--- config.mk ---
export PLATFORM = sky130hd
export DESIGN_NAME = fdiv_seq
export DESIGN_NICKNAME = d
export VERILOG_FILES = /design/src/rtl/fdiv_seq.sv
export SDC_FILE = /design/constraint.sdc
export NUM_CORES = 1
export LEC_CHECK = 0
export CAP_MARGIN = 10
export CORE_MARGIN = 2
export CORE_UTILIZATION = 58
export DETAILED_ROUTE_END_ITERATION = 16
export GPL_ROUTABILITY_DRIVEN = 0
export HOLD_SLACK_MARGIN = 0.05
export PLACE_DENSITY = 0.81
export SYNTH_ARGS = -nofsm -noshare
export SYNTH_HDL_FRONTEND = slang
export SYNTH_SLANG_ARGS = --single-unit
--- constraint.sdc ---
create_clock -name clk -period 4.6 [get_ports clk]
set_input_delay 0.92 -clock clk [delete_from_list [all_inputs] [get_ports clk]]
set_output_delay 0.92 -clock clk [all_outputs]
set_load 0.02 [all_outputs]
--- src/rtl/fdiv_seq.sv ---
// rtl/fdiv_seq.sv - multi-cycle IEEE-754 single-precision divider, restoring radix-2
module fdiv_seq (
    input  logic        clk,
    input  logic        rst,
    input  logic        req,
    input  logic [31:0] x1,
    input  logic [31:0] x2,
    output logic        ready,
    output logic        done,
    output logic [31:0] y
);
    typedef enum logic [1:0] {IDLE, PREP, DIV, ROUND} state_t;

    state_t             state;
    logic [31:0]        a;
    logic [31:0]        b;
    logic [23:0]        mb;
    logic [24:0]        rem;
    logic [24:0]        q;
    logic signed [9:0]  e;
    logic [4:0]         cnt;

    logic [23:0]        ma_c;
    logic [23:0]        mb_c;
    logic               shift_c;
    logic signed [9:0]  e_c;
    logic               ge;
    logic [23:0]        diff;
    logic               sign;
    logic               za;
    logic               zb;
    logic               inc;
    logic               carry;
    logic [22:0]        mf;
    logic signed [9:0]  ef;
    logic [31:0]        y_c;

    assign ma_c    = {1'b1, a[22:0]};
    assign mb_c    = {1'b1, b[22:0]};
    assign shift_c = ma_c < mb_c;
    assign e_c     = $signed({2'b00, a[30:23]}) - $signed({2'b00, b[30:23]})
                   + 10'sd127 - (shift_c ? 10'sd1 : 10'sd0);

    // Remainder stays below 2*mb, so the difference always fits in 24 bits.
    assign ge   = rem >= {1'b0, mb};
    assign diff = ge ? 24'(rem - {1'b0, mb}) : rem[23:0];

    assign sign  = a[31] ^ b[31];
    assign za    = a[30:23] == 8'd0;
    assign zb    = b[30:23] == 8'd0;
    assign inc   = q[0] & ((rem != 25'd0) | q[1]);
    assign carry = inc & (&q[24:1]);
    assign mf    = q[23:1] + {22'd0, inc};
    assign ef    = carry ? e + 10'sd1 : e;

    always_comb begin
        y_c = {sign, ef[7:0], mf};
        if (za && zb)
            y_c = 32'h7FC00000;
        else if (zb)
            y_c = {sign, 8'hFF, 23'h0};
        else if (za)
            y_c = {sign, 31'h0};
        else if (ef >= 10'sd255)
            y_c = {sign, 8'hFF, 23'h0};
        else if (ef <= 10'sd0)
            y_c = {sign, 31'h0};
    end

    always_ff @(posedge clk) begin
        if (rst) begin
            state <= IDLE;
            ready <= 1'b1;
            done  <= 1'b0;
            y     <= 32'h0;
            cnt   <= 5'd0;
        end else begin
            done <= 1'b0;
            case (state)
                IDLE: begin
                    if (req) begin
                        a     <= x1;
                        b     <= x2;
                        ready <= 1'b0;
                        state <= PREP;
                    end
                end
                PREP: begin
                    rem   <= shift_c ? {ma_c, 1'b0} : {1'b0, ma_c};
                    mb    <= mb_c;
                    e     <= e_c;
                    q     <= 25'd0;
                    cnt   <= 5'd0;
                    state <= DIV;
                end
                DIV: begin
                    rem <= {diff, 1'b0};
                    q   <= {q[23:0], ge};
                    cnt <= cnt + 5'd1;
                    if (cnt == 5'd24)
                        state <= ROUND;
                end
                ROUND: begin
                    y     <= y_c;
                    done  <= 1'b1;
                    ready <= 1'b1;
                    state <= IDLE;
                end
                default: state <= IDLE;
            endcase
        end
    end
endmodule

Yosys cells after proc, flatten, opt, wreduce, memory -nomap -nowiden
Cells that the tools add are included.
{"block": "word_totals", "reg_bits": 188, "input_bits": 67, "out_inout_bits": 34}
{"block": "classes", "n_addsub": 7, "n_lt_le_gt_ge": 4, "n_eq_ne": 6, "n_mux": 18, "bitwise_logic": 5, "reduce_logical": 13}
{"cell": "31-bit 2-to-1 mux", "count": 4}
{"cell": "25-bit case mux with 2 select lines", "count": 2}
{"cell": "32-bit 2-to-1 mux", "count": 1}
{"cell": "25-bit by 24-bit >= comparator with 1-bit output", "count": 1}
{"cell": "25-bit 2-to-1 mux", "count": 1}
{"cell": "25-bit nonzero test", "count": 1}
{"cell": "24-bit less-than comparator", "count": 1}
{"cell": "24-bit 2-to-1 mux", "count": 1}
{"cell": "24-bit AND reduction", "count": 1}
{"cell": "24-bit subtractor", "count": 1}
{"cell": "23-bit by 1-bit adder with 23-bit output", "count": 1}
{"cell": "8-bit zero test", "count": 2}
{"cell": "10-bit by 2-bit adder with 10-bit output, second input constant", "count": 1}
{"cell": "9-bit by 8-bit adder with 10-bit output, second input constant", "count": 1}
{"cell": "10-bit by 9-bit >= comparator with 1-bit output, second input constant", "count": 1}
{"cell": "10-bit by 1-bit less-or-equal comparator with 1-bit output, second input constant", "count": 1}
{"cell": "10-bit 2-to-1 mux", "count": 1}
{"cell": "5-bit case mux with 2 select lines", "count": 1}
{"cell": "10-bit by 2-bit subtractor with 10-bit output", "count": 1}
{"cell": "8-bit by 8-bit subtractor with 9-bit output", "count": 1}
{"cell": "2-bit case mux with 4 select lines", "count": 1}
{"cell": "2-bit AND reduction", "count": 4}
{"cell": "5-bit by 1-bit adder with 5-bit output, second input constant", "count": 1}
{"cell": "5-bit equality test, second input constant", "count": 1}
{"cell": "other kinds (14)", "count": 21}

Longest topological paths before layout
Gate-level depths: netlist (run 1).
{"block": "logic_depth", "ltp_word": 11, "ltp_mapped": 21, "ltp_nobuf": 19}

Worst setup path before layout (run 1)
No wires, ideal clock.
{"block": "synth_timing", "kind": "input-to-reg", "start": "input rst", "end": "register a[0], enable pin", "arrival_time_ns": 3.812, "slack_ns": 0.301, "cell_stages": 2, "cell_sequence": "clkbuf_1 -> nor2_1"}
{"block": "synth_via", "elab_chain_cells": 2}
{"element": "from (decl)", "line_no": "4", "rtl": "input logic rst,"}
{"element": "1-bit inverter (no source line)"}
{"element": "3-bit AND reduction (no source line)"}
{"element": "to (signal assigned)", "line_no": "82", "rtl": "a <= x1;"}
{"element": "to (decl)", "line_no": "15", "rtl": "logic [31:0] a;"}
No other way between the ends.
A chain may end at the register's enable or synchronous reset.

Worst setup path in the final report (run 1)
{"block": "layout_timing", "start": "register a[4]", "end": "register e[8], data pin"}
{"block": "layout_via", "elab_chain_cells": 3}
{"element": "24-bit less-than comparator", "line_no": "40", "rtl": "assign shift_c = ma_c < mb_c;"}
{"element": "1-bit 2-to-1 mux", "line_no": "42", "rtl": "+ 10'sd127 - (shift_c ? 10'sd1 : 10'sd0);"}
{"element": "10-bit by 2-bit subtractor with 10-bit output", "line_no": "42"}
{"element": "via e_c[8]", "line_no": "26", "rtl": "logic signed [9:0] e_c;"}
{"element": "to (signal assigned)", "line_no": "91", "rtl": "e <= e_c;"}
{"element": "to (decl)", "line_no": "20", "rtl": "logic signed [9:0] e;"}
The timed path passes the listed nets, and every way through them passes these cells.

==> Implementation_results.wiki, run 1 <==
{| class="wikitable"
! Metric !! Value
|-
| Outcome || finished, final reports clean
|-
| Element type at the critical path start || flop
|-
| Clk_skew || 10.5 ps
|-
| Number of antenna repair diodes || 0
|-
| Area growth from synthesis to final layout || 17.5%
|-
| Vias after detailed routing || about 7500
|-
| Pin count of the biggest net entering global routing || 65
|-
| Standard-cell rows || 48
|-
| Top cell type by total area after synthesis || sky130_fd_sc_hd__edfxtp_1
|-
| Final routed wirelength across all metal layers || 20.9 mm
|-
| Top-level port count || a little over 100
|-
| Half-perimeter wire length after placement || 15.5 mm
|-
| Clock-pin transition on the worst setup and hold timing paths || 70 ps
|-
| Number of placed instances, taps included || approximately 1300
|-
| Number of vias per cell || just under 6
|-
| Slowest stage delay, CP || slightly below 800 ps
|-
| Setup repair after global routing missed its margin || no
|-
| Clock Tree Buf Depth || 2
|-
| Critical Path RT || 4780 ps
|-
| Setup fix buffers added after clock tree synthesis || 0
|-
| Post-Synthesis Cell Area || ~10000 sq um
|-
| Share of the synthesized area in the top cell type || ~43%
|-
| Pre-Repair DR Iteration Count || 6
|-
| Top cell types by occurrence after synthesis || 147 x sky130_fd_sc_hd__edfxtp_1, 87 x sky130_fd_sc_hd__inv_1, 76 x sky130_fd_sc_hd__nand2_1, 69 x sky130_fd_sc_hd__ha_1, 61 x sky130_fd_sc_hd__nor2_1
|-
| Pin slew with the least headroom to its limit || ~960 ps
|-
| Cell with the largest stage delay on the worst path || sky130_fd_sc_hd__a2111oi_0
|-
| Post-CTS Resized || 0
|-
| Share of final-layout standard cells stronger than drive strength 1 || 8.17%
|-
| DR WL/cell || between 15 and 20 microns
|-
| Peak supply drop || roughly 320 uV
|-
| Nets || 1203
|-
| Max-cap check violation count || 0
|-
| H-tree level count || 4
|-
| Syn Area/Cell || 10.7 sq um
|-
| Tcrit/Tclk final || ~87%
|-
| Post-route antenna net violation count || 0
|-
| Share of flip-flops with an asynchronous set or reset after synthesis || 0%
|-
| Global routing usage summed across all routing layers || between 20% and 30%
|-
| Number of global-route vias before repair || approximately 7200
|-
| Antenna violations before repair || 0
|-
| Worst-case headroom to the max-slew limit || between 30% and 40%
|-
| Final non-filler cell total || about 1300
|-
| Hold Vio Cnt, Final || 0
|-
| Worst endpoint data arrival time || roughly 4200 ps
|-
| Starting DRT DRC Count || ~660
|-
| Core ar. || 17400 sq um
|-
| Number of synthesized register bits || approximately 190
|-
| Clock Sinks || between 150 and 200
|-
| First-pass GRT wire length || roughly 35 mm
|-
| Setup-violating endpoint count in the final report || 0
|-
| Global route overflow || 0
|-
| Highest clock frequency the design can meet || 249 MHz
|-
| Power per unit of standard cell area || about 530 nW/um^2
|-
| Buffers on Ports || 100
|-
| TritonCTS Buffers || 17
|-
| Width of the die || 137 microns
|-
| Total number of yosys warnings || 0
|-
| CTS root buf || sky130_fd_sc_hd__clkbuf_16
|-
| Cts hold-fix bufs || 0
|-
| Gate count after technology mapping || roughly 970
|-
| Post-Place Cell Area || between 10000 and 15000 sq um
|-
| Synth Net Count || ~1100
|-
| Type of the tightest min-delay check || flop to flop
|-
| Initial standard-cell utilization of the core || slightly below 60%
|-
| CTS tree || done
|-
| # DRC || 0
|-
| Top cells by area in the synthesized netlist || sky130_fd_sc_hd__edfxtp_1 43%, sky130_fd_sc_hd__ha_1 8.4%, sky130_fd_sc_hd__dfxtp_1 7.9%
|-
| Die outline height || approximately 140 microns
|-
| Maximum fanout along the worst path || 3
|-
| Most prevalent standard cell on the critical path || sky130_fd_sc_hd__a21oi_1
|-
| Number of distinct library cell variants in the gate-level netlist after synthesis || 67
|-
| Setup_tns || 0 ps
|-
| Number of pins exceeding their max-slew limit in the final report || 0
|-
| Part of the Yosys area used for sequential elements || approximately 51%
|-
| Cell leakage power || 0.00472 uW
|-
| Die area || between 15000 and 20000 sq um
|-
| Main flop type after synthesis || sky130_fd_sc_hd__edfxtp_1
|-
| Type of destination of the critical path || flop
|-
| Dominant cell by count in the synthesized netlist || sky130_fd_sc_hd__edfxtp_1
|-
| Cell-by-cell trace of the critical path || ha_1 > a21o_1 > a21oi_1 > o21ai_0 > a2111oi_0 > o211a_1 > inv_1 > ha_1 > ha_1 > a21o_1 > a21oi_1 > o21bai_1 > a21oi_1 > o21ai_0 > a21oi_1 > xnor2_1
|-
| Post-synth EDFFs || 147
|-
| CP Class || flop to flop
|-
| Shortest clock period the worst path allows after layout || 4020 ps
|-
| Post-Layout Inst Area || 12100 sq um
|-
| Clock latency reported for the late side of the worst-skew pair || roughly 440 ps
|}
==> cell families after synthesis <==
| kind of cell | Yosys count | synth area share, % |
|---|---|---|
| AND/OR/NAND/NOR | 292 | 14.5 |
| buffers and inverters | 118 | 4.50 |
| AO/OA/AOI/OAI | 204 | 13.0 |
| flip-flops | 188 | 50.7 |
| XOR/XNOR | 63 | 5.34 |
| multiplexers | 29 | 2.97 |
| adder cells (fa/ha/maj) | 73 | 9.05 |
==> metal layers <==
layer	wire length, microns	GRT usage, %	up-vias	part of all wire, %
li1	-	-	3696	-
met1	9260	31.6	3520	44
met2	10100	38.1	254	48
met3	1220	4.78	38	5.8
met4	397	7.79	0	1.9
met5	0	0	-	0
==> where the power goes <==
group	switching (uW)	total (uW)	internal, uW
Clock	703	1430	722
Combinational	1400	2400	994
Sequential	270	2590	2320
Total	2380	6410	4030
==> cell usage in the layout, fill, tap and decap left out, types with 10 or more instances in the layout <==
master,n
sky130_fd_sc_hd__nand2_1,76
sky130_fd_sc_hd__clkdlybuf4s50_1,100
sky130_fd_sc_hd__mux2i_1,16
sky130_fd_sc_hd__and2_1,26
sky130_fd_sc_hd__dfxtp_1,41
sky130_fd_sc_hd__nor2_1,60
sky130_fd_sc_hd__mux2_2,13
sky130_fd_sc_hd__clkbuf_16,17
sky130_fd_sc_hd__xnor2_1,29
sky130_fd_sc_hd__a211oi_1,10
sky130_fd_sc_hd__a21o_1,24
sky130_fd_sc_hd__o21ai_0,40
sky130_fd_sc_hd__ha_1,69
sky130_fd_sc_hd__nor3_1,16
sky130_fd_sc_hd__xor2_1,34
sky130_fd_sc_hd__nand4_1,20
sky130_fd_sc_hd__o21ai_2,20
sky130_fd_sc_hd__nor4_1,14
sky130_fd_sc_hd__nand3_1,31
sky130_fd_sc_hd__inv_1,87
sky130_fd_sc_hd__edfxtp_1,147
sky130_fd_sc_hd__a21oi_1,57
==> through the flow <==
| stage | total power, uW | hold slack (ps) | setup slack, ps | utilization [%] |
|---|---|---|---|---|
| 2_1_floorplan | 4360 | 426 | 301 | - |
| 3_3_place_gp | 4910 | 430 | 672 | 66.6 |
| 3_5_place_dp | 4990 | 439 | 611 | 66.6 |
| 4_1_cts | 6420 | 457 | 591 | 69.9 |
| 5_1_grt | 6810 | 467 | 371 | 69.9 |
| 6_report | 6410 | 456 | 577 | 69.9 |
==> cell type report <==
cell class	instances	area (sq um)
Sequential cell	188	5240
Fill cell	1279	5230
Inverter	88	330
Timing Repair Buffer	108	1060
Clock inverter	15	151
Clock buffer	17	425
Tap cell	225	282
Multi-Input combinational cell	661	4640
==> final timing paths <==
kind	from	cells past startpoint	to	slack, ps
min	b[18]	0	mb[18]	460
max	a[4]	16	e[8]	580
max reg2reg	a[4]	16	e[8]	580
min reg2reg	b[18]	0	mb[18]	460
==> registers in the layout (all words and copies together), names as in the netlist, 2 cells and up <==
name,cells
e,10
q,25
state,2
a,32
rem,25
mb,23
cnt,5
y,32
b,32
==> critical path: cells and delay by family (launching register included) <==
| kind | cells | cell delay (ps) |
|---|---|---|
| XOR/XNOR | 1 | 90 |
| AO/OA/AOI/OAI | 11 | 2480 |
| flip-flops | 1 | 420 |
| adder cells (fa/ha/maj) | 3 | 720 |
| buffers and inverters | 1 | 80 |
Power figures use the tool's default switching activity.
==> run 2, diff against run 1 <==
Settings changed: CORE_MARGIN 2 to 3.
==> run 2 against run 1 <==
Net effect:
- utilization up 0.10 points
- final cell count about the same
- critical path type unchanged
- register-to-register slack about the same
- clock skew down 1.8 ps
- largest cell class unchanged
- worst setup slack better by 8.3 ps
- critical path depth unchanged
- global-route usage down 0.61 points
- fmax up 0.21%
- first-iteration DRC count down 1.2%
- highest routed layer unchanged
- clock power up 5%
- design area up 0.14%
==> Implementation_results.wiki, run 2 (synthesized netlist as in run 1, its figures left out) <==
{| class="wikitable"
! Metric !! Value
|-
| Outcome || finished, final reports clean
|-
| Dpl ws || about 700 ps
|-
| Vias after detailed routing || 7484
|-
| Buffers on Ports || 100
|-
| Maximum fanout along the worst path || 3
|-
| Pin slew with the least headroom to its limit || roughly 950 ps
|-
| Setup WS post-layout || roughly 600 ps
|-
| Most common library cell in the layout ignoring fill and taps || sky130_fd_sc_hd__edfxtp_1
|-
| Top library cells by usage in the layout, fill and taps aside || 147 x sky130_fd_sc_hd__edfxtp_1, 100 x sky130_fd_sc_hd__clkdlybuf4s50_1, 87 x sky130_fd_sc_hd__inv_1, 76 x sky130_fd_sc_hd__nand2_1, 69 x sky130_fd_sc_hd__ha_1
|-
| Shortest clock period the worst path allows after layout || 4010 ps
|-
| Area growth from synthesis to final layout || 17.6%
|-
| DR WL/cell || ~17 microns
|-
| Max-cap check violation count || 0
|-
| Clk network pwr share || 23.1%
|-
| Sequential cell fraction of total power || around 40%
|-
| Clock latency reported for the late side of the worst-skew pair || ~430 ps
|-
| Peak supply drop || ~320 uV
|-
| Highest clock frequency the design can meet || around 250 MHz
|-
| Pin count of the biggest net entering global routing || 65
|-
| # DRC || 0
|-
| Core ar. || between 15000 and 20000 sq um
|-
| Global route overflow || 0
|-
| Antenna violations before repair || 0
|-
| Fraction of power spent switching nets || 36.3%
|-
| Registers with the highest flip-flop counts || a: 32 flops, b: 32 flops, y: 32 flops
|-
| Number of fill cells in the layout || between 1000 and 1500
|-
| Worst endpoint data arrival time || between 4000 and 5000 ps
|-
| Worst-case headroom to the max-slew limit || between 30% and 40%
|-
| First-pass GRT wire length || between 30 and 40 mm
|-
| Clk_skew || between 8 and 9 ps
|-
| Nets || 1202
|-
| Initial standard-cell utilization of the core || 59.5%
|-
| Type of the tightest min-delay check || flop to flop
|-
| TritonCTS Buffers || 17
|-
| Power per unit of standard cell area || 534 nW/um^2
|-
| Element type at the critical path start || flop
|-
| Top-level port count || between 100 and 150
|-
| Post-route antenna net violation count || 0
|-
| CP Class || flop to flop
|-
| H-tree level count || 4
|-
| Width of the die || 139 microns
|-
| Cell leakage power || 0.00474 uW
|-
| Clock-pin transition on the worst setup and hold timing paths || ~70 ps
|-
| Setup-violating endpoint count in the final report || 0
|-
| Tcrit/Tclk final || 87.3%
|-
| Switching power total || approximately 2400 uW
|-
| Post-CTS Resized || 0
|-
| Int Pwr || between 4000 and 5000 uW
|-
| Standard-cell rows || 48
|-
| Number of antenna repair diodes || 0
|-
| Half-perimeter wire length after placement || approximately 16 mm
|-
| CTS root buf || sky130_fd_sc_hd__clkbuf_16
|-
| Clock Tree Buf Depth || 2
|-
| Number of vias per cell || 5.75
|-
| Pre-Repair DR Iteration Count || 5
|-
| Clock Sinks || around 190
|-
| Hold Vio Cnt, Final || 0
|-
| Type of destination of the critical path || flop
|-
| Final routed wirelength across all metal layers || around 22 mm
|-
| Global routing usage summed across all routing layers || about 23%
|-
| Cts hold-fix bufs || 0
|-
| Die outline height || 139 microns
|-
| Die area || around 19000 sq um
|-
| Starting DRT DRC Count || approximately 650
|-
| Number of global-route vias before repair || 7456
|-
| Setup repair after global routing missed its margin || no
|-
| Logic gate share of total power || between 30% and 40%
|-
| Setup fix buffers added after clock tree synthesis || 0
|-
| Share of final-layout standard cells stronger than drive strength 1 || 8.09%
|-
| Setup_tns || 0 ps
|-
| Critical Path RT || 4780 ps
|-
| Number of pins exceeding their max-slew limit in the final report || 0
|-
| CTS tree || done
|}
## run 2: changes by cell type in the layout (fill, tap and decap cells not counted)
| cell | previous run | this run |
|---|---|---|
| sky130_fd_sc_hd__clkinvlp_4 | 4 | 1 |
| sky130_fd_sc_hd__bufinv_16 | 0 | 2 |
| sky130_fd_sc_hd__clkinv_4 | 1 | 3 |
| sky130_fd_sc_hd__clkinv_8 | 2 | 0 |
| sky130_fd_sc_hd__buf_4 | 8 | 7 |
| sky130_fd_sc_hd__clkinvlp_2 | 0 | 1 |
| sky130_fd_sc_hd__inv_6 | 4 | 5 |
| sky130_fd_sc_hd__inv_8 | 4 | 3 |
## run 2: metal layers
layer / vias up / GRT usage [%] / wire length (microns)
met2: 246 / 37.9 / 10500
met4: 0 / 7.16 / 419
li1: 3696 / - / -
met1: 3508 / 30.9 / 9560
met3: 34 / 3.92 / 1150
met5: - / 0 / 0
## run 2: layout make-up
class	count	area (sq um)	area share, %
tap	225	282	2.32
sequential	188	5240	43.1
clock inverter	15	176	1.45
clock buffer	17	425	3.50
multi-input combinational	661	4640	38.2
timing repair buffer	107	1050	8.67
inverter	88	330	2.72
## run 2: critical path: stages, from the launching register on
cell	delay, ps
sky130_fd_sc_hd__edfxtp_1	410
sky130_fd_sc_hd__ha_1	330
sky130_fd_sc_hd__a21o_1	160
sky130_fd_sc_hd__a21oi_1	120
sky130_fd_sc_hd__o21ai_0	110
sky130_fd_sc_hd__a2111oi_0	790
sky130_fd_sc_hd__o211a_1	300
sky130_fd_sc_hd__inv_1	80
sky130_fd_sc_hd__ha_1	180
sky130_fd_sc_hd__ha_1	180
sky130_fd_sc_hd__a21o_1	180
sky130_fd_sc_hd__a21oi_1	210
sky130_fd_sc_hd__o21bai_1	90
sky130_fd_sc_hd__a21oi_1	210
sky130_fd_sc_hd__o21ai_0	110
sky130_fd_sc_hd__a21oi_1	190
sky130_fd_sc_hd__xnor2_1	80
## run 2: power groups by stage
stage	Sequential, uW	Combinational, uW	Clock, uW
finish	2600	2390	1500
global route	2640	2670	1600
CTS	2590	2380	1520
detailed placement	2620	2350	0
global placement	2600	2300	0
floorplan	2560	1790	0
## run 2: path summary, 6_finish.rpt
kind          from  cells after the start  endpoint  slack [ps]
max reg2reg   a[4]                     16      e[8]         590
max           a[4]                     16      e[8]         590
min reg2reg  y[21]                      2     y[21]         450
min          y[21]                      2     y[21]         450
## run 2: per-stage QoR
stage | area (sq um) | instances | util [%] | power, uW | hold slack [ps]
3_5_place_dp | 11500 | 1269 | 66.5 | 4970 | 440
4_1_cts | 12100 | 1301 | 70.0 | 6500 | 458
6_report | 12100 | 1301 | 70.0 | 6490 | 454
5_1_grt | 12100 | 1301 | 70.0 | 6910 | 471
3_3_place_gp | 11500 | 1269 | 66.5 | 4910 | 431
2_1_floorplan | 10300 | 967 | - | 4360 | 426
==> edit: new RTL, settings of run 2 <==
Re-encode `state_t` (4 states) as Gray code, 2 bits wide.
--- a/src/rtl/fdiv_seq.sv
+++ b/src/rtl/fdiv_seq.sv
@@ -11,3 +11,3 @@
 );
-    typedef enum logic [1:0] {IDLE, PREP, DIV, ROUND} state_t;
+    typedef enum logic [1:0] {IDLE = 2'b00, PREP = 2'b01, DIV = 2'b11, ROUND = 2'b10} state_t;
 
Function: same outputs for any inputs over 10 cycles, from zero or initial values and one cycle with rst high; not proved beyond that.
==> edit against run 2 <==
  * Design area rose by 0.31%
  * Synthesized area down 0.48%
  * Global-route usage decreased by 1.1 points
  * Sequential cell count unchanged
  * Clock skew rose by 0.00051 ns
  * Via count fell by 2.2%
  * Routed wire length fell by 5.5%
  * Worst setup slack gained 0.12 ns
  * Critical endpoint unchanged
  * Largest cell class unchanged
Power is not compared: it rests on default switching activity, and its combinational part moved more than twofold at a synthesized area within 25%.
==> edit: results (changes against run 2) <==
Status
  – Outcome: complete, no violations

Clocking
  – CTS Buf Count: 17 (unchanged)
  – Maximum level of the CTS H-tree: 4 (unchanged)
  – Resized cells post-CTS: 0 (unchanged)

Detailed routing
  – Vias: 7322 (-2.2%)
  – Metal-1 WL: 9352 um (-2.1%)
  – Met3 WL: 909 um (-21%)
  – Detailed Route WL: 20410 um (-5.5%)
  – DR iter-0 viols: 591 (-8.7%)
  – WL met2: 9723 um (-7.3%)

STA
  – Post-Route Skew: 0.009196 ns (+0.0005140 ns)
  – Worst slew pin tran: 0.9344 ns (-0.01744 ns)

Power and ir drop
  – Switching Share: 24.56%
  – Sw Pwr: 1002 uW

Logic synthesis
  – Synth top area cells: edfxtp_1 43%, dfxtp_1 8.0%, ha_1 7.9%, mux2i_1 5.9%, inv_1 3.0%
  – Unique masters post-synth: 60 (-10%)
  – Net count after synthesis: 1058 (-4.3%)
  – Post-synth top cells: 147 x edfxtp_1, 83 x inv_1, 69 x nand2_1, 65 x ha_1, 61 x mux2i_1
  – Seq/Total Area, Yosys: 50.95% (+0.25 points)

Global routing
  – M3 GR Usage: 3.621% (-0.30 points)
  – Global-route wire length before repair: 34640 um (-5.0%)
  – Met1 Usage GRT: 29.52% (-1.4 points)
  – M2 GR Usage: 35.85% (-2.1 points)
  – Gr usage total: 21.77% (-1.1 points)
  – Vias in the first global route: 7191 (-3.6%)
  – Largest net degree at the start of global routing: 65 (unchanged)

Finish
  – Clock buffers: 24 (+7)
  – Layout fillers: 1277 (-0.39%)
  – Footprint of the multi-input gates: 0.004647 sq mm (about the same)
  – Final net count: 1161 (-3.4%)
  – Buffers, non-clock: 110 (+2.8%)
  – Buffering overhead: 8.832% (+0.16 points)
  – Number of multi-input logic gates: 626 (-5.3%)
  – Multi-input combinational area share: 38.14% (-0.087 points)
  – Layout cell share with drive strength beyond 1: 7.892% (-0.19 points)
  – Clock-cell share: 5.186% (+0.23 points)

Critical path
  – Crit-path slowest cell: edfxtp_1
  – CP max stage delay: 0.42 ns (-0.37 ns)
  – CP Max Fanout: 5 (+2)
  – Worst EP arrival: 4.07 ns (-0.13 ns)

Placement
  – HPWL reported at the end of detailed placement: 14710 um (-6.0%)
  – Dpl cell area: 0.01155 sq mm (about the same)
edit: changes by cell type in the layout (fill, tap and decap cells not counted), moves of 7 or more:
cell,run 2,this run
nor2_1,60,39
o211ai_1,4,11
mux2_2,13,4
and2_1,26,11
o21ai_0,40,20
and3_1,8,33
nand2_1,76,69
mux2i_1,16,61
a21oi_1,57,46
edit: final timing paths:
check	from	to	slack (ns)	cells past startpoint
max	a[10]	e[8]	0.71	17
min	b[7]	mb[7]	0.45	0
max reg2reg	a[10]	e[8]	0.71	17
min reg2reg	b[7]	mb[7]	0.45	0
edit: metrics by stage:
step,std cells,setup WS [ns]
after floorplan,923,0.3071
after global routing,1264,0.4401
after global placement,1232,0.9240
final,1264,0.7068
after detailed placement,1232,0.7515
after CTS,1264,0.7279
edit: logic make-up after synthesis:
family,count (synthesis),synth area share (%)
simple gates,265,13.60
flops,188,50.95
compound gates,164,10.89
buf+inv,109,4.152
fa+ha+maj,68,8.500
mux,65,6.381
xor+xnor,64,5.529
